$ cat src/rtl/mult_div_pkg.sv
// rtl/mult_div_pkg.sv - shared types and constants for the multiply/divide unit
// Holds the FSM state encoding, the default operand width and the LO value
// returned by a divide by zero.
package mult_div_pkg;

    localparam int DEFAULT_WIDTH = 32;

    // Truncated to WIDTH at the point of use; wide enough for WIDTH <= 64.
    localparam logic [63:0] DIV_ZERO_LO = '1;

    typedef enum logic [2:0] {
        IDLE,
        MULT,
        DIV,
        FIX,
        DONE
    } state_t;

endpackage

$ cat src/rtl/mult_div_unit_if.sv
// rtl/mult_div_unit_if.sv - request/result bundle between issuer and multiply/divide unit
// Signals:
//   mult_start, div_start : start pulses from the issuer
//   a, b                  : operands (multiplicand/dividend, multiplier/divisor)
//   hi, lo                : HI/LO result registers
//   busy, done, div_zero  : status from the unit
// Modports: master (issuer side), slave (unit side).
interface mult_div_unit_if import mult_div_pkg::*; #(
    parameter int WIDTH = DEFAULT_WIDTH
);
    logic             mult_start;
    logic             div_start;
    logic [WIDTH-1:0] a;
    logic [WIDTH-1:0] b;
    logic [WIDTH-1:0] hi;
    logic [WIDTH-1:0] lo;
    logic             busy;
    logic             done;
    logic             div_zero;

    modport master (
        output mult_start, div_start, a, b,
        input  hi, lo, busy, done, div_zero
    );

    modport slave (
        input  mult_start, div_start, a, b,
        output hi, lo, busy, done, div_zero
    );
endinterface

$ cat src/rtl/mult_div_unit_div_step.sv
// rtl/mult_div_unit_div_step.sv - one restoring-division iteration (combinational)
// Ports:
//   partial  : shifted partial remainder (WIDTH+1 bits)
//   divisor  : divisor magnitude
//   rem_next : remainder after the trial subtraction (restored if negative)
//   q_bit    : quotient bit produced by this iteration
module div_step #(
    parameter int WIDTH = 32
) (
    input  logic [WIDTH:0]   partial,
    input  logic [WIDTH-1:0] divisor,
    output logic [WIDTH-1:0] rem_next,
    output logic             q_bit
);
    logic [WIDTH:0] diff;

    // partial < 2*divisor, so the difference always fits in WIDTH+1 bits and
    // its top bit is a reliable sign.
    always_comb begin
        diff     = partial - {1'b0, divisor};
        q_bit    = ~diff[WIDTH];
        rem_next = q_bit ? diff[WIDTH-1:0] : partial[WIDTH-1:0];
    end
endmodule

$ cat src/rtl/mult_div_unit.sv
// rtl/mult_div_unit.sv - iterative signed multiply / divide unit with HI/LO registers
// Ports:
//   clk   : clock, rising edge
//   reset : asynchronous active-low reset
//   bus   : mult_div_unit_if.slave (starts, operands, hi/lo, busy/done/div_zero)
// Config macro: MULT_DIV_UNIT_DIV_EN enables the divide path; without it only
// multiply is implemented and div_zero is tied low.
// Multiply: WIDTH unsigned shift-add steps on operand magnitudes, then sign fix.
// Divide:   WIDTH restoring steps on magnitudes, then sign fix (truncating).
module mult_div_unit import mult_div_pkg::*; #(
    parameter int WIDTH = DEFAULT_WIDTH
) (
    input  logic           clk,
    input  logic           reset,
    mult_div_unit_if.slave bus
);
    localparam int CNT_W = $clog2(WIDTH + 1);

    state_t             state;
    state_t             state_next;
    logic [CNT_W-1:0]   cnt;
    // Multiply: {partial product, remaining multiplier bits}.
    // Divide:   {partial remainder, dividend bits / quotient bits}.
    logic [2*WIDTH-1:0] acc;
    logic [WIDTH-1:0]   mcand;
    logic [WIDTH-1:0]   hi_r;
    logic [WIDTH-1:0]   lo_r;
    logic               neg_res;
    logic [WIDTH:0]     mul_sum;
    logic               last_step;

`ifdef MULT_DIV_UNIT_DIV_EN
    logic               neg_rem;
    logic               op_div;
    logic               div_zero_r;
    logic [WIDTH-1:0]   rem_next;
    logic               q_bit;

    div_step #(.WIDTH(WIDTH)) u_div_step (
        .partial  ({acc[2*WIDTH-1:WIDTH], acc[WIDTH-1]}),
        .divisor  (mcand),
        .rem_next (rem_next),
        .q_bit    (q_bit)
    );
`endif

    function automatic logic [WIDTH-1:0] magnitude(input logic [WIDTH-1:0] v);
        // The most negative value maps to itself, which is correct as unsigned.
        return v[WIDTH-1] ? (~v + WIDTH'(1)) : v;
    endfunction

    assign last_step = (cnt == CNT_W'(1));
    assign mul_sum   = {1'b0, acc[2*WIDTH-1:WIDTH]} + (acc[0] ? {1'b0, mcand} : '0);

    always_ff @(posedge clk or negedge reset) begin
        if (!reset) begin
            state <= IDLE;
        end else begin
            state <= state_next;
        end
    end

    always_comb begin
        state_next = state;
        case (state)
            IDLE: begin
                if (bus.mult_start) begin
                    state_next = MULT;
                end
`ifdef MULT_DIV_UNIT_DIV_EN
                else if (bus.div_start) begin
                    state_next = (bus.b == '0) ? DONE : DIV;
                end
`endif
            end
            MULT:    if (last_step) state_next = FIX;
            DIV:     if (last_step) state_next = FIX;
            FIX:     state_next = DONE;
            DONE:    state_next = IDLE;
            default: state_next = IDLE;
        endcase
    end

    always_comb begin
        bus.busy = (state != IDLE);
        bus.done = (state == DONE);
    end

    assign bus.hi = hi_r;
    assign bus.lo = lo_r;
`ifdef MULT_DIV_UNIT_DIV_EN
    assign bus.div_zero = div_zero_r;
`else
    assign bus.div_zero = 1'b0;
`endif

    // hi/lo are written only on the edges that enter DONE (from FIX, or
    // straight from IDLE for a divide by zero).
    always_ff @(posedge clk or negedge reset) begin
        if (!reset) begin
            cnt        <= '0;
            acc        <= '0;
            mcand      <= '0;
            neg_res    <= 1'b0;
            hi_r       <= '0;
            lo_r       <= '0;
`ifdef MULT_DIV_UNIT_DIV_EN
            neg_rem    <= 1'b0;
            op_div     <= 1'b0;
            div_zero_r <= 1'b0;
`endif
        end else begin
            case (state)
                IDLE: begin
                    if (bus.mult_start) begin
                        mcand      <= magnitude(bus.a);
                        acc        <= {{WIDTH{1'b0}}, magnitude(bus.b)};
                        neg_res    <= bus.a[WIDTH-1] ^ bus.b[WIDTH-1];
                        cnt        <= CNT_W'(WIDTH);
`ifdef MULT_DIV_UNIT_DIV_EN
                        op_div     <= 1'b0;
                        div_zero_r <= 1'b0;
`endif
                    end
`ifdef MULT_DIV_UNIT_DIV_EN
                    else if (bus.div_start) begin
                        if (bus.b == '0) begin
                            hi_r       <= bus.a;
                            lo_r       <= WIDTH'(DIV_ZERO_LO);
                            div_zero_r <= 1'b1;
                        end else begin
                            mcand      <= magnitude(bus.b);
                            acc        <= {{WIDTH{1'b0}}, magnitude(bus.a)};
                            neg_res    <= bus.a[WIDTH-1] ^ bus.b[WIDTH-1];
                            neg_rem    <= bus.a[WIDTH-1];
                            cnt        <= CNT_W'(WIDTH);
                            op_div     <= 1'b1;
                            div_zero_r <= 1'b0;
                        end
                    end
`endif
                end
                MULT: begin
                    acc <= {mul_sum, acc[WIDTH-1:1]};
                    cnt <= cnt - CNT_W'(1);
                end
`ifdef MULT_DIV_UNIT_DIV_EN
                DIV: begin
                    acc <= {rem_next, acc[WIDTH-2:0], q_bit};
                    cnt <= cnt - CNT_W'(1);
                end
`endif
                FIX: begin
`ifdef MULT_DIV_UNIT_DIV_EN
                    if (op_div) begin
                        lo_r <= neg_res ? -acc[WIDTH-1:0] : acc[WIDTH-1:0];
                        hi_r <= neg_rem ? -acc[2*WIDTH-1:WIDTH] : acc[2*WIDTH-1:WIDTH];
                    end else
`endif
                    begin
                        {hi_r, lo_r} <= neg_res ? -acc : acc;
                    end
                end
                default: begin
                end
            endcase
        end
    end
endmodule

$ cat src/flat_wrapper.sv
// flat-port wrapper written by rule: the top's interface ports become plain ports
module mult_div_unit_flat import mult_div_pkg::*;
#(
    parameter int WIDTH = DEFAULT_WIDTH
)
  (clk, reset, bus_mult_start, bus_div_start, bus_a, bus_b, bus_hi, bus_lo, bus_busy, bus_done, bus_div_zero);
  mult_div_unit_if #(.WIDTH(WIDTH)) bus_i ();
  input  logic clk;
  input  logic reset;
  input wire logic [$bits(bus_i.mult_start)-1:0] bus_mult_start;
  input wire logic [$bits(bus_i.div_start)-1:0] bus_div_start;
  input wire logic [$bits(bus_i.a)-1:0] bus_a;
  input wire logic [$bits(bus_i.b)-1:0] bus_b;
  output wire logic [$bits(bus_i.hi)-1:0] bus_hi;
  output wire logic [$bits(bus_i.lo)-1:0] bus_lo;
  output wire logic [$bits(bus_i.busy)-1:0] bus_busy;
  output wire logic [$bits(bus_i.done)-1:0] bus_done;
  output wire logic [$bits(bus_i.div_zero)-1:0] bus_div_zero;
  assign bus_i.mult_start = bus_mult_start;
  assign bus_i.div_start = bus_div_start;
  assign bus_i.a = bus_a;
  assign bus_i.b = bus_b;
  assign bus_hi = bus_i.hi;
  assign bus_lo = bus_i.lo;
  assign bus_busy = bus_i.busy;
  assign bus_done = bus_i.done;
  assign bus_div_zero = bus_i.div_zero;
  mult_div_unit #(.WIDTH(WIDTH)) u_core (.clk(clk), .reset(reset), .bus(bus_i));
endmodule
$ cat config.mk
export PLATFORM = sky130hd
export DESIGN_NAME = mult_div_unit_flat
export DESIGN_NICKNAME = d
export VERILOG_FILES = /design/src/rtl/mult_div_pkg.sv /design/src/rtl/mult_div_unit_if.sv /design/src/rtl/mult_div_unit_div_step.sv /design/src/rtl/mult_div_unit.sv /design/src/flat_wrapper.sv
export SDC_FILE = /design/constraint.sdc
export NUM_CORES = 1
export LEC_CHECK = 0
export BUFFER_PORTS_ARGS = -buffer_cell sky130_fd_sc_hd__buf_4
export CAP_MARGIN = 10
export CORE_ASPECT_RATIO = 1.5
export CORE_MARGIN = 4
export CORE_UTILIZATION = 53
export DETAILED_ROUTE_END_ITERATION = 7
export PLACE_DENSITY = 0.78
export SYNTH_ARGS = -nofsm -noshare
export SYNTH_HDL_FRONTEND = slang
export SYNTH_SLANG_ARGS = --single-unit
$ cat constraint.sdc
create_clock -name clk -period 2.9 [get_ports clk]
set_input_delay 0.145 -clock clk [delete_from_list [all_inputs] [get_ports clk]]
set_output_delay 0.145 -clock clk [all_outputs]
set_load 0.03 [all_outputs]
==> results of run 1 <==
## kinds of logic (layout without fill, tap and decap cells)
family / Yosys count / in the layout / share of synthesized area (%)
fa+ha+maj: 38 / 38 / 4.48
mux: 10 / 10 / 0.939
compound gates: 389 / 389 / 21.8
flops: 170 / 170 / 39.4
buf+inv: 86 / 292 / 3.03
xor+xnor: 137 / 137 / 11.1
other cells: 1 / 1 / 0.0347
simple gates: 410 / 410 / 19.2
## sequential cells by signal, indices dropped and copies added, names as in the netlist
register	cells
u_core.cnt	6
u_core.bus.lo	32
u_core.bus.hi	32
u_core.acc	64
u_core.neg_res	1
u_core.state	3
u_core.mcand	32
## worst reg2reg max path: cells and delay by family (launching register included)
kind	cells	cell delay, ns
adders and majority gates	1	0.29
and+or+nand+nor	2	0.41
xor gates and xnor gates	1	0.16
buffers and inverters	3	0.50
DFF	1	0.51
AOI/OAI and AO/OA	6	1.05
## per-stage QoR
| stage | cell area (um2) | hold WS (ns) | utilization [%] | TNS (ns) |
|---|---|---|---|---|
| after floorplan | 10800 | -0.151 | - | 0 |
| after detailed placement | 12600 | 0.166 | 63.5 | -1.73 |
| after global routing | 14200 | 0.00609 | 71.3 | -2.60 |
| after global placement | 12600 | 0.158 | 63.5 | -0.471 |
| after CTS | 13400 | 0.000219 | 67.3 | -0.131 |
| final | 14200 | 0.00454 | 71.3 | -1.03 |
## cells in the mapped netlist (all sizes together), types with 2 or more instances
cell type,n
or4b,2
buf,8
o211ai,2
or3,21
a41oi,2
inv,16
nand3,49
nor3,20
a21boi,2
a22o,7
or2,7
or3b,3
xor2,120
a21oi,41
ha,37
nand2,171
nor3b,5
o21bai,5
nand2b,7
nor2b,11
o31ai,40
o21ai,206
a221o,3
a211oi,5
dfrtp,170
mux2i,9
o41ai,17
nand4,10
a31oi,6
o21a,3
and3,4
nor4,11
a21o,17
and2,35
or4,20
clkbuf,62
nand3b,3
nor2,27
nor4b,2
a22oi,21
xnor2,17
## metal layers
layer  share of wire [%]  up-vias  global-route usage [%]  wire (um)
li1                    -     4864                       -          -
met1                  38     4887                    29.7      12000
met2                  51      429                    45.2      16000
met3                 5.4      112                    3.55       1670
met4                 4.8        0                    12.7       1480
met5                   0        -                       0          0
## power by group
part / internal [uW] / leakage, uW / switching (uW)
sequential: 3460 / 0.00205 / 1140
clock: 1400 / 0.000283 / 953
combinational: 4130 / 0.00387 / 5310
## worst paths after layout
check,cells past startpoint,start,to
max in group asynchronous,3,reset,u_core.acc[5]
worst max-delay path,13,u_core.acc[0],u_core.acc[49]
worst min register to register,2,u_core.mcand[20],u_core.mcand[20]
worst max register to register,13,u_core.acc[0],u_core.acc[49]
min in group asynchronous,2,reset,u_core.bus.lo[18]
worst min-delay path,3,bus_a[30],u_core.mcand[31]
## layout make-up
class	instances	area [um2]	share of cell area, %
Multi-Input combinational cell	985	6950	49.1
Sequential cell	170	4260	30.1
Timing Repair Buffer	245	1960	13.8
Clock buffer	22	464	3.28
Tap cell	260	325	2.30
Clock inverter	9	139	0.981
Inverter	16	62.6	0.442
## timing repair
action | CTS | global route
endpoints found under the hold margin | 66 | 0
gates resized for setup | 25 | 147
buffers inserted | 1 | 13
gates cloned | 0 | 2
hold buffers | 3 | 0
endpoints found under the setup margin | 19 | 45
pin swaps | 6 | 46
==> results.cfg, run 1 <==
[floorplan]
start_util_pct = 54.3
rows = 63
die-area_mm2 = 0.0228
io_pins = 135
die_w_um = 125
coreArea_mm2 = 0.0199
die_h_um = 183

[final_layout]
area_growth_pct = 31.2
fill_cells = 1488
final_cells = 1707
drive_above_1_share_pct = 28.1
nets = 1541
n_antenna_cell = 0
final_cell_mix = buf_4 (229), o21ai_0 (174), dfrtp_1 (168), nand2_1 (163), xor2_1 (120)
final_common_cell = buf_4

[power]
power_density_mw_per_mm2 = 1160
total_leakage_power_uw = 0.00621
vdd_drop_max_v = 0.000516
finalPower_uw = 16400

[routing]
firstDrtPassIters = 6
finalWirelength_mm = 31.1
wl_per_cell_um = 18.2
via_count = 10300
drc = 0
drt_iter0_markers = 999
via_per_inst = 6.03
drt.antenna.violating_nets = 0

[flow_run]
drv_cap = 0

[clock_tree]
cts_num_sinks = 170
clock_latency_ns = 0.43
tritoncts = yes
cts.clk_slew.worst_paths_ns = 0.06
clk_path_buf_depth = 2
htreeDepth = 4
ctsRootBufferMaster = clkbuf_16
numCtsBuffers = 17

[sta]
max-slew-margin-rel_pct = 37.8
hold_violations = 0
finClkSkew_ns = 0.0128
grt_setup_unrepaired = true
min_period_ns = 3.05
finalMaxSlewViolations = 0
max_freq_mhz = 328
tightest_slew_ns = 0.931
fin_ws_ns = -0.149
fin_crit_sh_pct = 105
setup_violations = 14

[global_routing]
grt_max_degree = 97
grt_pass1_vias = 9932
grt_pass1_wl_mm = 47.9
grt_antenna_before_repair = 0
overflow = 0
grt.total_usage_pct = 25.3

[synthesis]
netlist.top_cell.by_area = dfrtp_1
synth_top_area_share_pct = 39.4
syn_nets = 1347
ys_seq_area_share_pct = 39.4
yosysWarnings = 0
synth_cell_types = 63
synth_area_mm2 = 0.0108
synth_seq_cells = 170
synth_edf_count = 0
synth.area.top_cells = dfrtp_1 (39%), xor2_1 (9.7%), o21ai_0 (9.6%), nand2_1 (5.9%), ha_1 (4.3%)
synth_area_per_cell_um2 = 8.70
synth-main-ff-cell = dfrtp_1
syn_inst = 1241
async_flop_share_pct = 100

[critical_path]
path_delay_family = compound AO/OA/AOI/OAI gates
cp.buffers_inverters = 3
cp-end-kind = flip-flop
critPathRequiredTime_ns = 3.19
path_cells = buf_12 > clkbuf_16 > and2_4 > ha_1 > buf_4 > a21oi_2 > o21ai_1 > a31oi_1 > a211oi_2 > or2_4 > a31oi_4 > xor2_1 > o21ai_1
start_kind = flip-flop
r2r_slack_ns = -0.15
max_stage_delay_ns = 0.51
critPathMostFrequentCell = o21ai_1
slowest_stage = dfrtp_2
path_class = flip-flop to flip-flop
crit_arrival_ns = 3.34
crit_path_max_fanout = 8

[min_path]
hold_class = input pin to flip-flop

[placement]
dp_cells = 1659
place_hpwl_mm = 20.8
finalWeightedCongestion = 0.933
port_buffers = 132
post-place-ws_ns = -0.172

[run_status]
violations = setup timing
status = finished, violations left
(Power assumes the default switching activity.)
==> inputs of run 2 (changes only) <==
- SETUP_SLACK_MARGIN: unset -> 0.2
==> run 2 against run 1 <==
  * Critical path type unchanged
  * Via count is 0.24% higher
  * Sequential power decreased by 1%
  * Setup slack improved by 0.14 ns
  * Final cell count rose by 1.6%
  * Count of clock-buffer cells in the layout is the same
  * Sequential cell count unchanged
  * Design area is 2.6% higher
  * Die area unchanged
  * Critical path depth fell by 5
  * The run still ends with setup timing left
  * First-iteration DRC count fell by 7.0%
  * Register-to-register slack better by 0.14 ns
  * Clock skew down 0.0042 ns
==> results.cfg, run 2 (synthesis results as in run 1) <==
[floorplan]
die_w_um = 125
io_pins = 135
coreArea_mm2 = 0.0199
die_h_um = 183
rows = 63
die-area_mm2 = 0.0228
start_util_pct = 54.3

[sta]
min_period_ns = 2.91
max_freq_mhz = 344
setup_tns_ns = -0.0145
setup_violations = 2
fin_ws_ns = -0.00989
fin_crit_sh_pct = 100
finalMaxSlewViolations = 0
grt_setup_unrepaired = true
finClkSkew_ns = 0.00856
hold_slack_ns = 0.00626
tightest_slew_ns = 0.850
hold_violations = 0
max-slew-margin-rel_pct = 43.4

[clock_tree]
cts.clk_slew.worst_paths_ns = 0.06
clock_latency_ns = 0.44
htreeDepth = 4
tritoncts = yes
cts_num_sinks = 170
numCtsBuffers = 17
ctsRootBufferMaster = clkbuf_16
clk_path_buf_depth = 2

[placement]
finalWeightedCongestion = 0.891
place_hpwl_mm = 21.6
post-place-ws_ns = -0.115
port_buffers = 132

[global_routing]
grt_pass1_wl_mm = 51.1
grt_max_degree = 129
grt.total_usage_pct = 27.2
overflow = 0
grt_antenna_before_repair = 0
grt_pass1_vias = 10300

[critical_path]
critPathRequiredTime_ns = 3.21
cp-end-kind = flip-flop
crit_path_max_fanout = 4
crit_arrival_ns = 3.22
start_kind = flip-flop
path_class = flip-flop to flip-flop

[final_layout]
largest_register_ff_count = 64
final_cell_mix = buf_4 (253), dfrtp_1 (168), o21ai_0 (167), nand2_1 (163), xor2_1 (119)
final_common_cell = buf_4
nets = 1568
top_register = u_core.acc
drive_above_1_share_pct = 29.7
area_growth_pct = 34.6
n_antenna_cell = 0

[routing]
drt_iter0_markers = 929
firstDrtPassIters = 6
via_per_inst = 5.95
drc = 0
via_count = 10300
wl_per_cell_um = 18.2
finalWirelength_mm = 31.6
drt.antenna.violating_nets = 0

[power]
total_leakage_power_uw = 0.00644
vdd_drop_max_v = 0.000503
power_density_mw_per_mm2 = 1160

[flow_run]
drv_cap = 0

[min_path]
hold_class = input pin to flip-flop

[run_status]
violations = setup timing
status = finished, violations left
## run 2: critical path, cell delays in order, from the launching register on
cell and delay [ns]:
dfrtp_2 0.46, buf_4 0.17, or4_4 0.43, or4_4 0.47, nor3b_4 0.24, nand4_1 0.26, o31ai_2 0.38, xor2_1 0.29
o21ai_1 0.08
## run 2: worst paths after layout
| check | cells after the start | endpoint | slack [ns] | start |
|---|---|---|---|---|
| max | 8 | u_core.bus.hi[23] | -0.01 | u_core.acc[0] |
| min | 3 | u_core.mcand[26] | 0.006 | bus_a[26] |
| max reg2reg | 8 | u_core.bus.hi[23] | -0.01 | u_core.acc[0] |
| min reg2reg | 2 | u_core.mcand[30] | 0.47 | u_core.mcand[30] |
| max in group asynchronous | 3 | u_core.acc[41] | 1.75 | reset |
| min in group asynchronous | 2 | u_core.bus.lo[25] | 0.34 | reset |
## run 2: stage by stage
step | area [um2] | power (uW) | std cells | util, %
after floorplan | 10900 | 9700 | 1241 | -
after global placement | 12900 | 12500 | 1686 | 64.9
after detailed placement | 12900 | 12800 | 1686 | 64.9
after CTS | 14200 | 16300 | 1726 | 71.6
after global routing | 14500 | 18100 | 1735 | 73.1
final | 14500 | 16900 | 1735 | 73.1
## run 2: cell type report
cell class                      instances  area [um2]
Sequential cell                       170        4260
Clock inverter                         10         186
Tap cell                              260         325
Timing Repair Buffer                  272        2170
Fill cell                            1461        5340
Clock buffer                           22         494
Inverter                               16        60.1
Multi-Input combinational cell        985        7030
## run 2: power by group
part / internal (uW) / total [uW] / switching, uW
registers: 3460 / 4540 / 1080
clock network: 1640 / 2600 / 956
logic: 4330 / 9730 / 5410
## run 2: what timing repair did
item / in CTS / in global routing
pin swaps: 24 / 27
resized for setup: 124 / 57
endpoints found under the hold margin: 81 / 1
setup endpoints to repair: 55 / 56
buffers inserted: 4 / 8
hold buffers: 3 / 1
cloned: 1 / 0
## run 2: routing by layer
layer,global-route usage [%],vias up,wire length (um)
li1,-,4924,-
met1,31.4,4923,12100
met2,49.4,371,16700
met3,4.49,99,1490
met4,12.1,0,1290
met5,0,-,0
==> inputs of run 3 (changes only) <==
- CORE_MARGIN: 4 -> 2
- clock period: 2.9 -> 2.5 ns (I/O delays scaled with it)
==> run 3 against run 2 <==
  * The flow finishes with violations (hold timing, setup timing)
  * Clock skew grew 0.0025 ns
  * Sequential cell count is the same
  * Design area grew 7.8%
  * Critical endpoint is now u_core.acc[58]
  * First-iteration DRC count grew 54%
  * Setup slack lost 0.44 ns
  * Global-route usage grew 5.3 points
  * Routed wire length grew 23%
  * Total power grew 27%
  * Critical path depth grew 5
  * Clock power grew 20%
  * Non-clock buffer count grew 106
==> results.cfg, run 3 (synthesis results as in run 1) <==
[final_layout]
seq_area_mm2 = 0.00426
final_cells = 1841
largest_register_ff_count = 64
top_register = u_core.acc
drive_above_1_share_pct = 36.7
final_cell_mix = buf_4 (344), dfrtp_1 (168), nand2_1 (155), o21ai_0 (145), xor2_1 (116)
final_common_cell = buf_4
area_growth_pct = 45.1
nets = 1674
n_antenna_cell = 0
fill_cells = 1160
multi_input_area_mm2 = 0.00732

[global_routing]
overflow = 0
grt.total_usage_pct = 32.4
grt_pass1_vias = 11500
grt_pass1_wl_mm = 55.6
grt_max_degree = 74
grt_antenna_before_repair = 0

[floorplan]
die_w_um = 121
rows = 63
coreArea_mm2 = 0.0199
io_pins = 135
die-area_mm2 = 0.0215
die_h_um = 179
start_util_pct = 54.3

[clock_tree]
numCtsBuffers = 17
tritoncts = yes
ctsRootBufferMaster = clkbuf_16
htreeDepth = 4
clk_path_buf_depth = 2
cts_num_sinks = 170
cts.clk_slew.worst_paths_ns = 0.06
clock_latency_ns = 0.45

[routing]
finalWirelength_mm = 38.8
via_per_inst = 6.45
route.met3.wl_mm = 3.01
top_layer = met4
wl_per_cell_um = 21.1
drt_iter0_markers = 1434
drt.antenna.violating_nets = 0
via_count = 11900
firstDrtPassIters = 6
drc = 0
wl_met1_mm = 13.0
wl_met2_mm = 19.8

[critical_path]
r2r_cells = 13
path_class = flip-flop to flip-flop
critPathRequiredTime_ns = 2.80
start_kind = flip-flop
max_stage_delay_ns = 0.47
cp-end-kind = flip-flop
r2r-end = u_core.acc[58]
r2r-start = u_core.acc[0]
slowest_stage = dfrtp_2
cp.buffers_inverters = 3
path_cells = buf_8 > and2_1 > ha_1 > buf_4 > nand2_1 > o21a_1 > o21ai_0 > a221oi_2 > o31ai_4 > buf_4 > a211oi_2 > xor2_1 > o21ai_0
crit_arrival_ns = 3.25
r2r_slack_ns = -0.45
crit_path_max_fanout = 30
path_delay_family = compound AO/OA/AOI/OAI gates

[min_path]
hp-start = bus_a[17]
hold_class = input pin to flip-flop
min_path_cells = 3
holdPathEnd = u_core.mcand[17]

[flow_run]
drv_cap = 0

[sta]
max-slew-margin-rel_pct = 27.3
hold_slack_ns = -0.000344
finClkSkew_ns = 0.0111
setup_tns_ns = -19.26
fin_ws_ns = -0.454
min_period_ns = 2.95
finalMaxSlewViolations = 0
hold_violations = 1
max_freq_mhz = 339
setup_violations = 74
grt_setup_unrepaired = true
fin_crit_sh_pct = 118
tightest_slew_ns = 1.09

[power]
total_leakage_power_uw = 0.00708
finalPower_uw = 21400
vdd_drop_max_v = 0.000781
power_density_mw_per_mm2 = 1360

[placement]
dp_cells = 1775
finalWeightedCongestion = 0.902
place_hpwl_mm = 23.2
port_buffers = 132

[run_status]
status = finished, violations left
violations = hold timing, setup timing
## run 3: cell type report
type,count,area share (%)
clock buffer,20,2.79
timing repair buffer,378,19.2
clock inverter,12,1.57
inverter,16,0.384
sequential,170,27.2
tap,260,2.08
multi-input combinational,985,46.8
## run 3: report_power, final
group	internal (uW)	total, uW	switching [uW]
logic	5600	13100	7470
registers	4010	5160	1140
clock network	1970	3130	1150
total	11600	21400	9770
## run 3: metal layers
layer / global-route usage, % / up-vias
met4: 20.4 / 0
met2: 59.3 / 811
met1: 34.0 / 5665
met3: 5.79 / 272
li1: - / 5135
met5: 0 / -
## run 3: stage by stage
stage	area [um2]	util, %	setup slack, ns	hold WS [ns]
after floorplan	11000	-	-0.319	-0.171
after global placement	13800	69.3	-0.462	0.123
after detailed placement	13800	69.3	-0.550	0.124
after CTS	15300	76.9	-0.391	0.000802
after global routing	15700	78.8	-0.563	0.00954
final	15700	78.8	-0.454	-0.000344
## run 3: worst max path at each step
stage	end	cells after the start	startpoint
global route	u_core.bus.hi[28]	11	u_core.acc[0]
finish	u_core.acc[58]	13	u_core.acc[0]
CTS	u_core.bus.hi[30]	10	u_core.acc[0]
global placement	u_core.acc[59]	14	u_core.acc[0]
floorplan	u_core.bus.hi[12]	11	u_core.acc[0]
detailed placement	u_core.acc[59]	14	u_core.acc[0]
## run 3: repair_timing
action | CTS | global route
gates resized for setup | 147 | 78
endpoints found under the setup margin | 89 | 94
endpoints found under the hold margin | 59 | 0
pin swaps | 54 | 51
hold buffers | 9 | 0
setup buffers | 9 | 16
## run 3: tightest hold or removal path, cell delays in order
cell and delay [ns]:
buf_4 0.09, xor2_1 0.06, o21ai_0 0.13
